[config.mk]
export PLATFORM = sky130hd
export DESIGN_NAME = spi_mitm_frame_modifier_flat
export DESIGN_NICKNAME = d
export VERILOG_FILES = /design/src/rtl/spi_mitm_frame_modifier_if.sv /design/src/rtl/spi_mitm_frame_modifier.sv /design/src/flat_wrapper.sv
export SDC_FILE = /design/constraint.sdc
export NUM_CORES = 1
export LEC_CHECK = 0
export ABC_AREA = 1
export CORE_MARGIN = 2
export CORE_UTILIZATION = 58
export CTS_CLUSTER_DIAMETER = 30
export CTS_CLUSTER_SIZE = 16
export DETAILED_ROUTE_END_ITERATION = 10
export PLACE_DENSITY = 0.82
export SYNTH_ARGS = -nofsm -noshare
export SYNTH_HDL_FRONTEND = slang
export SYNTH_SLANG_ARGS = --single-unit
[constraint.sdc]
create_clock -name sys_clk -period 2.6 [get_ports sys_clk]
set_clock_uncertainty 0.1 [all_clocks]
set_input_delay 0.52 -clock sys_clk [delete_from_list [all_inputs] [get_ports sys_clk]]
set_output_delay 0.52 -clock sys_clk [all_outputs]
set_load 0.01 [all_outputs]
[src/rtl/spi_mitm_frame_modifier_if.sv]
// Bus bundle for the SPI MITM frame modifier: session/mode control, per-channel
// frame input strobes and per-channel FIFO output handshake plus status.
interface spi_mitm_frame_modifier_if #(
  parameter int NUM_DATA_BITS = 8,
  parameter int NUM_CHANNELS  = 2,
  parameter int CNT_WIDTH     = 8
);
  logic                                  session_active;
  logic [2:0]                            mode_sel;
  logic [NUM_CHANNELS-1:0]               chan_mask;
  logic [CNT_WIDTH-1:0]                  skip_frames;
  logic [NUM_CHANNELS-1:0]               in_valid;
  logic [NUM_CHANNELS*NUM_DATA_BITS-1:0] in_data;
  logic [NUM_CHANNELS-1:0]               out_ready;
  logic [NUM_CHANNELS-1:0]               out_valid;
  logic [NUM_CHANNELS*NUM_DATA_BITS-1:0] out_data;
  logic [2:0]                            active_mode;
  logic [NUM_CHANNELS-1:0]               overflow;
  logic [NUM_CHANNELS*CNT_WIDTH-1:0]     frame_cnt;

  modport master (
    output session_active, mode_sel, chan_mask, skip_frames, in_valid, in_data, out_ready,
    input  out_valid, out_data, active_mode, overflow, frame_cnt
  );

  modport slave (
    input  session_active, mode_sel, chan_mask, skip_frames, in_valid, in_data, out_ready,
    output out_valid, out_data, active_mode, overflow, frame_cnt
  );
endinterface

[src/rtl/spi_mitm_frame_modifier.sv]
// Per-channel MITM frame transform (FWD/SUB/BLOCK/ROT13/XOR) with a one-cycle stage
// register feeding a small FIFO; mode latched at each rising edge of session_active.
module spi_mitm_frame_modifier #(
  parameter int                       NUM_DATA_BITS = 8,
  parameter int                       NUM_CHANNELS  = 2,
  parameter int                       FIFO_DEPTH    = 4,
  parameter int                       CNT_WIDTH     = 8,
  parameter logic [NUM_DATA_BITS-1:0] SUB_VALUE     = '0,
  parameter logic [NUM_DATA_BITS-1:0] XOR_MASK      = '1
) (
  input logic                     sys_clk,
  input logic                     rst_n,
  spi_mitm_frame_modifier_if.slave bus
);
  localparam int                PW       = (FIFO_DEPTH > 2) ? $clog2(FIFO_DEPTH) : 1;
  localparam logic [PW:0]       OCC_ONE  = 1;
  localparam logic [PW:0]       OCC_FULL = (PW+1)'(FIFO_DEPTH);
  localparam logic [PW-1:0]     PTR_ONE  = 1;
  localparam logic [CNT_WIDTH-1:0] CNT_ONE = 1;

  localparam logic [2:0] MODE_SUB   = 3'd1;
  localparam logic [2:0] MODE_BLOCK = 3'd2;
  localparam logic [2:0] MODE_ROT13 = 3'd3;
  localparam logic [2:0] MODE_XOR   = 3'd4;

  logic       r_sess_prev;
  logic [2:0] r_mode;
  logic       w_start;

  logic [NUM_CHANNELS-1:0]               w_out_valid;
  logic [NUM_CHANNELS*NUM_DATA_BITS-1:0] w_out_data;
  logic [NUM_CHANNELS-1:0]               w_overflow;
  logic [NUM_CHANNELS*CNT_WIDTH-1:0]     w_frame_cnt;

  assign w_start = bus.session_active & ~r_sess_prev;

  always_ff @(posedge sys_clk or negedge rst_n) begin
    if (!rst_n) begin
      r_sess_prev <= 1'b0;
      r_mode      <= 3'd0;
    end else begin
      r_sess_prev <= bus.session_active;
      if (w_start) r_mode <= bus.mode_sel;
    end
  end

  function automatic logic [7:0] rot13(input logic [7:0] b);
    if (b >= 8'h41 && b <= 8'h5a) return (b <= 8'h4d) ? b + 8'd13 : b - 8'd13;
    if (b >= 8'h61 && b <= 8'h7a) return (b <= 8'h6d) ? b + 8'd13 : b - 8'd13;
    return b;
  endfunction

  for (genvar c = 0; c < NUM_CHANNELS; c++) begin : g_ch
    logic [NUM_DATA_BITS-1:0] w_din, w_rot, w_xf;
    logic                     w_mod, w_keep, w_rd, w_wr, w_full;

    logic [CNT_WIDTH-1:0]                       r_cnt;
    logic                                       r_stg_vld;
    logic [NUM_DATA_BITS-1:0]                   r_stg_data;
    logic [FIFO_DEPTH-1:0][NUM_DATA_BITS-1:0]   r_mem;
    logic [PW-1:0]                              r_wptr, r_rptr;
    logic [PW:0]                                r_occ;
    logic [NUM_DATA_BITS-1:0]                   r_last;
    logic                                       r_ovf;

    assign w_din = bus.in_data[c*NUM_DATA_BITS +: NUM_DATA_BITS];

    // ROT13 only touches the low byte; narrower frames fall back to forwarding.
    if (NUM_DATA_BITS >= 8) begin : g_rot
      always_comb begin
        w_rot      = w_din;
        w_rot[7:0] = rot13(w_din[7:0]);
      end
    end else begin : g_norot
      assign w_rot = w_din;
    end

    assign w_mod = bus.chan_mask[c] && (r_cnt >= bus.skip_frames);

    always_comb begin
      w_xf   = w_din;
      w_keep = 1'b1;
      if (w_mod) begin
        case (r_mode)
          MODE_SUB:   w_xf   = SUB_VALUE;
          MODE_BLOCK: w_keep = 1'b0;
          MODE_ROT13: w_xf   = w_rot;
          MODE_XOR:   w_xf   = w_din ^ XOR_MASK;
          default:    w_xf   = w_din;
        endcase
      end
    end

    assign w_full = (r_occ == OCC_FULL);
    assign w_rd   = (r_occ != '0) && bus.out_ready[c];
    // A full FIFO still accepts the write when the head leaves in the same cycle.
    assign w_wr   = r_stg_vld && (!w_full || w_rd);

    always_ff @(posedge sys_clk or negedge rst_n) begin
      if (!rst_n) begin
        r_cnt      <= '0;
        r_stg_vld  <= 1'b0;
        r_stg_data <= '0;
        r_mem      <= '0;
        r_wptr     <= '0;
        r_rptr     <= '0;
        r_occ      <= '0;
        r_last     <= '0;
        r_ovf      <= 1'b0;
      end else if (w_start) begin
        r_cnt      <= '0;
        r_stg_vld  <= 1'b0;
        r_stg_data <= '0;
        r_wptr     <= '0;
        r_rptr     <= '0;
        r_occ      <= '0;
        r_ovf      <= 1'b0;
      end else begin
        r_stg_vld  <= bus.in_valid[c] && w_keep;
        r_stg_data <= w_xf;
        if (bus.in_valid[c] && (r_cnt != '1)) r_cnt <= r_cnt + CNT_ONE;
        if (w_wr) begin
          r_mem[r_wptr] <= r_stg_data;
          r_wptr        <= r_wptr + PTR_ONE;
        end
        if (w_rd) begin
          r_last <= r_mem[r_rptr];
          r_rptr <= r_rptr + PTR_ONE;
        end
        case ({w_wr, w_rd})
          2'b10:   r_occ <= r_occ + OCC_ONE;
          2'b01:   r_occ <= r_occ - OCC_ONE;
          default: r_occ <= r_occ;
        endcase
        if (r_stg_vld && w_full && !w_rd) r_ovf <= 1'b1;
      end
    end

    assign w_out_valid[c] = (r_occ != '0);
    assign w_out_data[c*NUM_DATA_BITS +: NUM_DATA_BITS] = (r_occ != '0) ? r_mem[r_rptr] : r_last;
    assign w_overflow[c]  = r_ovf;
    assign w_frame_cnt[c*CNT_WIDTH +: CNT_WIDTH] = r_cnt;
  end

  assign bus.out_valid   = w_out_valid;
  assign bus.out_data    = w_out_data;
  assign bus.active_mode = r_mode;
  assign bus.overflow    = w_overflow;
  assign bus.frame_cnt   = w_frame_cnt;
endmodule

[src/flat_wrapper.sv]
// flat-port wrapper written by rule: the top's interface ports become plain ports
module spi_mitm_frame_modifier_flat 
#(
  parameter int                       NUM_DATA_BITS = 8,
  parameter int                       NUM_CHANNELS  = 2,
  parameter int                       FIFO_DEPTH    = 4,
  parameter int                       CNT_WIDTH     = 8,
  parameter logic [NUM_DATA_BITS-1:0] SUB_VALUE     = '0,
  parameter logic [NUM_DATA_BITS-1:0] XOR_MASK      = '1
)
  (sys_clk, rst_n, bus_session_active, bus_mode_sel, bus_chan_mask, bus_skip_frames, bus_in_valid, bus_in_data, bus_out_ready, bus_out_valid, bus_out_data, bus_active_mode, bus_overflow, bus_frame_cnt);
  spi_mitm_frame_modifier_if #(.NUM_DATA_BITS(NUM_DATA_BITS), .NUM_CHANNELS(NUM_CHANNELS), .CNT_WIDTH(CNT_WIDTH)) bus_i ();
  input logic sys_clk;
  input logic rst_n;
  input wire logic [$bits(bus_i.session_active)-1:0] bus_session_active;
  input wire logic [$bits(bus_i.mode_sel)-1:0] bus_mode_sel;
  input wire logic [$bits(bus_i.chan_mask)-1:0] bus_chan_mask;
  input wire logic [$bits(bus_i.skip_frames)-1:0] bus_skip_frames;
  input wire logic [$bits(bus_i.in_valid)-1:0] bus_in_valid;
  input wire logic [$bits(bus_i.in_data)-1:0] bus_in_data;
  input wire logic [$bits(bus_i.out_ready)-1:0] bus_out_ready;
  output wire logic [$bits(bus_i.out_valid)-1:0] bus_out_valid;
  output wire logic [$bits(bus_i.out_data)-1:0] bus_out_data;
  output wire logic [$bits(bus_i.active_mode)-1:0] bus_active_mode;
  output wire logic [$bits(bus_i.overflow)-1:0] bus_overflow;
  output wire logic [$bits(bus_i.frame_cnt)-1:0] bus_frame_cnt;
  assign bus_i.session_active = bus_session_active;
  assign bus_i.mode_sel = bus_mode_sel;
  assign bus_i.chan_mask = bus_chan_mask;
  assign bus_i.skip_frames = bus_skip_frames;
  assign bus_i.in_valid = bus_in_valid;
  assign bus_i.in_data = bus_in_data;
  assign bus_i.out_ready = bus_out_ready;
  assign bus_out_valid = bus_i.out_valid;
  assign bus_out_data = bus_i.out_data;
  assign bus_active_mode = bus_i.active_mode;
  assign bus_overflow = bus_i.overflow;
  assign bus_frame_cnt = bus_i.frame_cnt;
  spi_mitm_frame_modifier #(.NUM_DATA_BITS(NUM_DATA_BITS), .NUM_CHANNELS(NUM_CHANNELS), .FIFO_DEPTH(FIFO_DEPTH), .CNT_WIDTH(CNT_WIDTH), .SUB_VALUE(SUB_VALUE), .XOR_MASK(XOR_MASK)) u_core (.sys_clk(sys_clk), .rst_n(rst_n), .bus(bus_i));
endmodule
==> results.md <==
- Cell with the most instances after synthesis: sky130_fd_sc_hd__nand2_1
- Critical Path Start Type: register
- Initial Utilization: 59.88%
- Total Die Area: approximately 0.015 mm^2
- Final number of setup-violating endpoints: 0
- Arithmetic-cell share of the synthesized area counting full adders, half adders and majority gates: 6.424%
- Final-layout fill cell count: roughly 1.0k
- DRC viols: 0
- Via count of the first global-routing pass: 6,967
- Utilization after layout: approximately three quarters
- Kind of end point of the critical path: output port
- Final wirelength: between 15,000 and 20,000 um
- Core box area: 0.01340 mm^2
- Timing-limited maximum frequency: between 300 and 400 MHz
- Floorplan die width: 121.6 um
- EDFF count, synth: 0
- Crit Path Class: reg -> out
- Max-cap violations: 0
- Router iterations before antenna repair: 8
- Number of vias in the routed layout: between 7k and 8k
- Required time reported for the critical path endpoint: roughly 2.0 ns
- Primary flip-flop cell chosen by synthesis mapping: sky130_fd_sc_hd__dfrtp_1
- Headroom to the max-slew limit: a little over two fifths
- Minimum setup slack after placement: -0.03342 ns
- Clock transition time at the flip-flop clock pins of the worst setup and hold paths: 0.06 ns
- Tcrit/Tclk final: 96.31%
- H-tree level count: 4
- Worst VDD drop: 537.3 uV
- Global placer's final weighted congestion: roughly 0.90
- Register bit total from synthesis: approximately 130
- Post-detailed-placement half-perimeter wirelength: 13,990 um
- Antenna violations before repair: 0
- Total area of multi-input combinational cells: between 0.004 and 0.005 mm^2
- Global-route wire length before repair: around 33,000 um
- Hold Startpoint: u_core.g_ch[0].r_mem[19]
- Max Buffers Root-to-Sink: 2
- Depth of the worst register-to-register path: 10
- Measured slew at the worst slew-check pin: between 0.8 and 0.9 ns
- Post-synth design cell area: approximately 0.008 mm^2
- LEAKAGE: approximately 5.0 nW
- Worst skew pair latency: between 0.4 and 0.5 ns
- Worst hold path class: reg -> reg
- Biggest area contributors in the synthesized netlist: sky130_fd_sc_hd__dfrtp_1, sky130_fd_sc_hd__nand2_1, sky130_fd_sc_hd__o21ai_0
- Total negative slack for setup checks: 0 ns
- Setup repair after global routing missed its margin: no
- Initial DRC Count: between 600 and 700
- XOR/XNOR share of the synthesized area: less than 1%
- CTS root buffer: sky130_fd_sc_hd__clkbuf_16
- TritonCTS clock tree: done
- I/O pins: 75
- Outcome: finished, final reports clean
- Simple-gate area share of the yosys netlist: approximately a quarter
- Floorplan die height: 121.6 um
- R2R Setup Slk: ~0.39 ns
- Post-synthesis cell type count: between 40 and 50
- Post-synthesis instance total: roughly 1.1k
- Total power per unit cell area: 939.9 mW/mm^2
- Antenna cell count: 0
- Share of cells above drive strength 1: about 11%
- Total Power: 0.009229 W
- Total global routing track utilization: 28.20%
- Cell Rows: 42
- Worst r2r src: u_core.g_ch[0].r_occ[1]
- Post-synthesis cell type with the largest combined area: sky130_fd_sc_hd__dfrtp_1
- Count of nets left with antenna violations after detail routing: 0
- Fraction of registers with async set or reset after synthesis: 100.0%
- Post-synthesis to final-layout area growth: 22.38%
- Clock period minus final worst setup slack: approximately 2.5 ns
- Mean instance size in the synthesized netlist: about 7.4 um^2
- Synth top area share: a little over two fifths
- Number of warnings printed during yosys synthesis: 0
- Capture point of the critical path: bus_out_data[4]
- Top cell types by occurrence after synthesis: sky130_fd_sc_hd__nand2_1, sky130_fd_sc_hd__o21ai_0, sky130_fd_sc_hd__dfrtp_1, sky130_fd_sc_hd__inv_1, sky130_fd_sc_hd__nor2_1
- Inserted Clock Buffers: 17
- Synthesized-area fraction occupied by ao, oa, aoi and oai cells: roughly 16%
- Total nets after synthesis: between 1k and 1.5k
- Maximum number of pins on one net before global-route repair: just under 60
- Finished Layout Cells: 1,372
- Final hold viol count: 0
- Grt total ovfl: 0
- Register cell area after layout: approximately 0.0034 mm^2
- Sink Count: approximately 130
- DR vias/cell: 5.459
- Largest family of logic cells by synthesized area: simple AND/OR/NAND/NOR gates
- Routed WL per cell: around 14 um
- Placed Instances: ~1.3k
- Worst-path fanout max: 11
- PnR worst setup slack: 0.09587 ns
- Critical Path Source: u_core.g_ch[0].r_rptr[0]
- Fraction of synthesized area in multiplexers: 0%
- Port Buffers: 74
- Arrival time of data at the critical path endpoint: roughly 1.9 ns
- Total count of max-transition violations in the final report: 0
- NumNets Final: 1,259
- Sequential fraction of the synthesis area: 41.79%
- Capturing point of the worst reg2reg path: u_core.g_ch[0].r_occ[2]
## kinds of logic after synthesis
logic type      count (synthesis)
simple gates                  477
xor+xnor                        9
fa+ha+maj                      40
buf+inv                       179
compound gates                243
flops                         134
## placed cells by master (no fill, tap or decap), types with 2 or more instances in the layout
| cell | n |
|---|---|
| sky130_fd_sc_hd__a211oi_1 | 6 |
| sky130_fd_sc_hd__a21oi_1 | 54 |
| sky130_fd_sc_hd__and2_1 | 2 |
| sky130_fd_sc_hd__buf_12 | 2 |
| sky130_fd_sc_hd__buf_4 | 37 |
| sky130_fd_sc_hd__buf_6 | 2 |
| sky130_fd_sc_hd__bufinv_16 | 3 |
| sky130_fd_sc_hd__clkbuf_16 | 17 |
| sky130_fd_sc_hd__clkbuf_8 | 2 |
| sky130_fd_sc_hd__clkdlybuf4s50_1 | 57 |
| sky130_fd_sc_hd__clkinv_2 | 2 |
| sky130_fd_sc_hd__clkinv_4 | 2 |
| sky130_fd_sc_hd__clkinvlp_4 | 2 |
| sky130_fd_sc_hd__dfrtp_1 | 134 |
| sky130_fd_sc_hd__dlygate4sd2_1 | 15 |
| sky130_fd_sc_hd__fa_1 | 2 |
| sky130_fd_sc_hd__ha_1 | 38 |
| sky130_fd_sc_hd__inv_1 | 128 |
| sky130_fd_sc_hd__inv_2 | 17 |
| sky130_fd_sc_hd__inv_6 | 4 |
| sky130_fd_sc_hd__nand2_1 | 269 |
| sky130_fd_sc_hd__nand2_2 | 9 |
| sky130_fd_sc_hd__nand2_4 | 6 |
| sky130_fd_sc_hd__nand3_1 | 69 |
| sky130_fd_sc_hd__nand3_2 | 5 |
| sky130_fd_sc_hd__nand4_1 | 8 |
| sky130_fd_sc_hd__nor2_1 | 90 |
| sky130_fd_sc_hd__nor2_2 | 6 |
| sky130_fd_sc_hd__nor2_4 | 4 |
| sky130_fd_sc_hd__nor3_1 | 5 |
| sky130_fd_sc_hd__o211ai_1 | 2 |
| sky130_fd_sc_hd__o21a_1 | 3 |
| sky130_fd_sc_hd__o21ai_0 | 147 |
| sky130_fd_sc_hd__o21ai_1 | 8 |
| sky130_fd_sc_hd__o22ai_1 | 8 |
| sky130_fd_sc_hd__o22ai_2 | 9 |
| sky130_fd_sc_hd__xnor2_1 | 2 |
| sky130_fd_sc_hd__xor2_1 | 7 |
## power breakdown
part	total, W	leakage [nW]	switching, W	internal (W)
sequential	0.00322	1.72	0.000427	0.00279
clock	0.00247	0.301	0.000903	0.00157
combinational	0.00354	2.93	0.00211	0.00143
total	0.00923	4.95	0.00344	0.00578
## layer usage
| metal | wire [um] | vias up | global-route usage, % |
|---|---|---|---|
| li1 | - | 3705 | - |
| met1 | 8701 | 3466 | 38.86 |
| met2 | 9479 | 282 | 45.54 |
| met3 | 1084 | 37 | 4.775 |
| met4 | 402 | 0 | 9.555 |
| met5 | 0 | - | 0 |
## flip-flops by register name, summed over array words and instances, names as in the netlist, 3 cells and up
register                cells
u_core.g_ch.r_mem          64
u_core.g_ch.r_cnt          16
u_core.g_ch.r_last         16
u_core.g_ch.r_stg_data     16
u_core.g_ch.r_occ           6
u_core.g_ch.r_rptr          4
u_core.g_ch.r_wptr          4
u_core.bus.active_mode      3
## worst min-delay path by stage
| stage | depth (start not counted) | end | slack, ns |
|---|---|---|---|
| global route | 2 | u_core.g_ch[0].r_mem[17] | 0.40 |
| global placement | 2 | u_core.g_ch[0].r_mem[9] | 0.36 |
| floorplan | 0 | u_core.bus.active_mode[0] | 0.12 |
| detailed placement | 2 | u_core.g_ch[0].r_mem[18] | 0.37 |
| CTS | 2 | u_core.g_ch[0].r_mem[14] | 0.38 |
| finish | 2 | u_core.g_ch[0].r_mem[19] | 0.38 |
## repair_timing
item / 4_1_cts / 5_1_grt
pin swaps: 11 / 0
gates cloned: 0 / 0
hold buffers: 1 / 0
gates resized for setup: 30 / 2
setup buffers: 1 / 0
setup endpoints to repair: 16 / 2
endpoints found under the hold margin: 56 / 0
## critical path, stage by stage, from the launching register on
cell and delay (ns):
sky130_fd_sc_hd__dfrtp_1 0.37, sky130_fd_sc_hd__inv_1 0.07, sky130_fd_sc_hd__buf_4 0.17, sky130_fd_sc_hd__o21ai_1 0.27, sky130_fd_sc_hd__o22ai_2 0.15, sky130_fd_sc_hd__nand2_1 0.08, sky130_fd_sc_hd__o21ai_0 0.07, sky130_fd_sc_hd__dlygate4sd2_1 0.28
## per-stage QoR
stage | cell area (um^2) | hold slack (ns)
2_1_floorplan | 8024 | 0.1244
3_3_place_gp | 9135 | 0.3600
3_5_place_dp | 9135 | 0.3678
4_1_cts | 9817 | 0.3822
5_1_grt | 9819 | 0.4011
6_report | 9819 | 0.3788
## cell type report
| cell class | count | share of cell area (%) |
|---|---|---|
| Multi-Input combinational cell | 769 | 40.84 |
| Sequential cell | 134 | 34.15 |
| Timing Repair Buffer | 115 | 10.84 |
| Inverter | 146 | 5.607 |
| Clock buffer | 19 | 4.613 |
| Tap cell | 176 | 2.243 |
| Clock inverter | 13 | 1.707 |
Power figures use the tool's default switching activity.
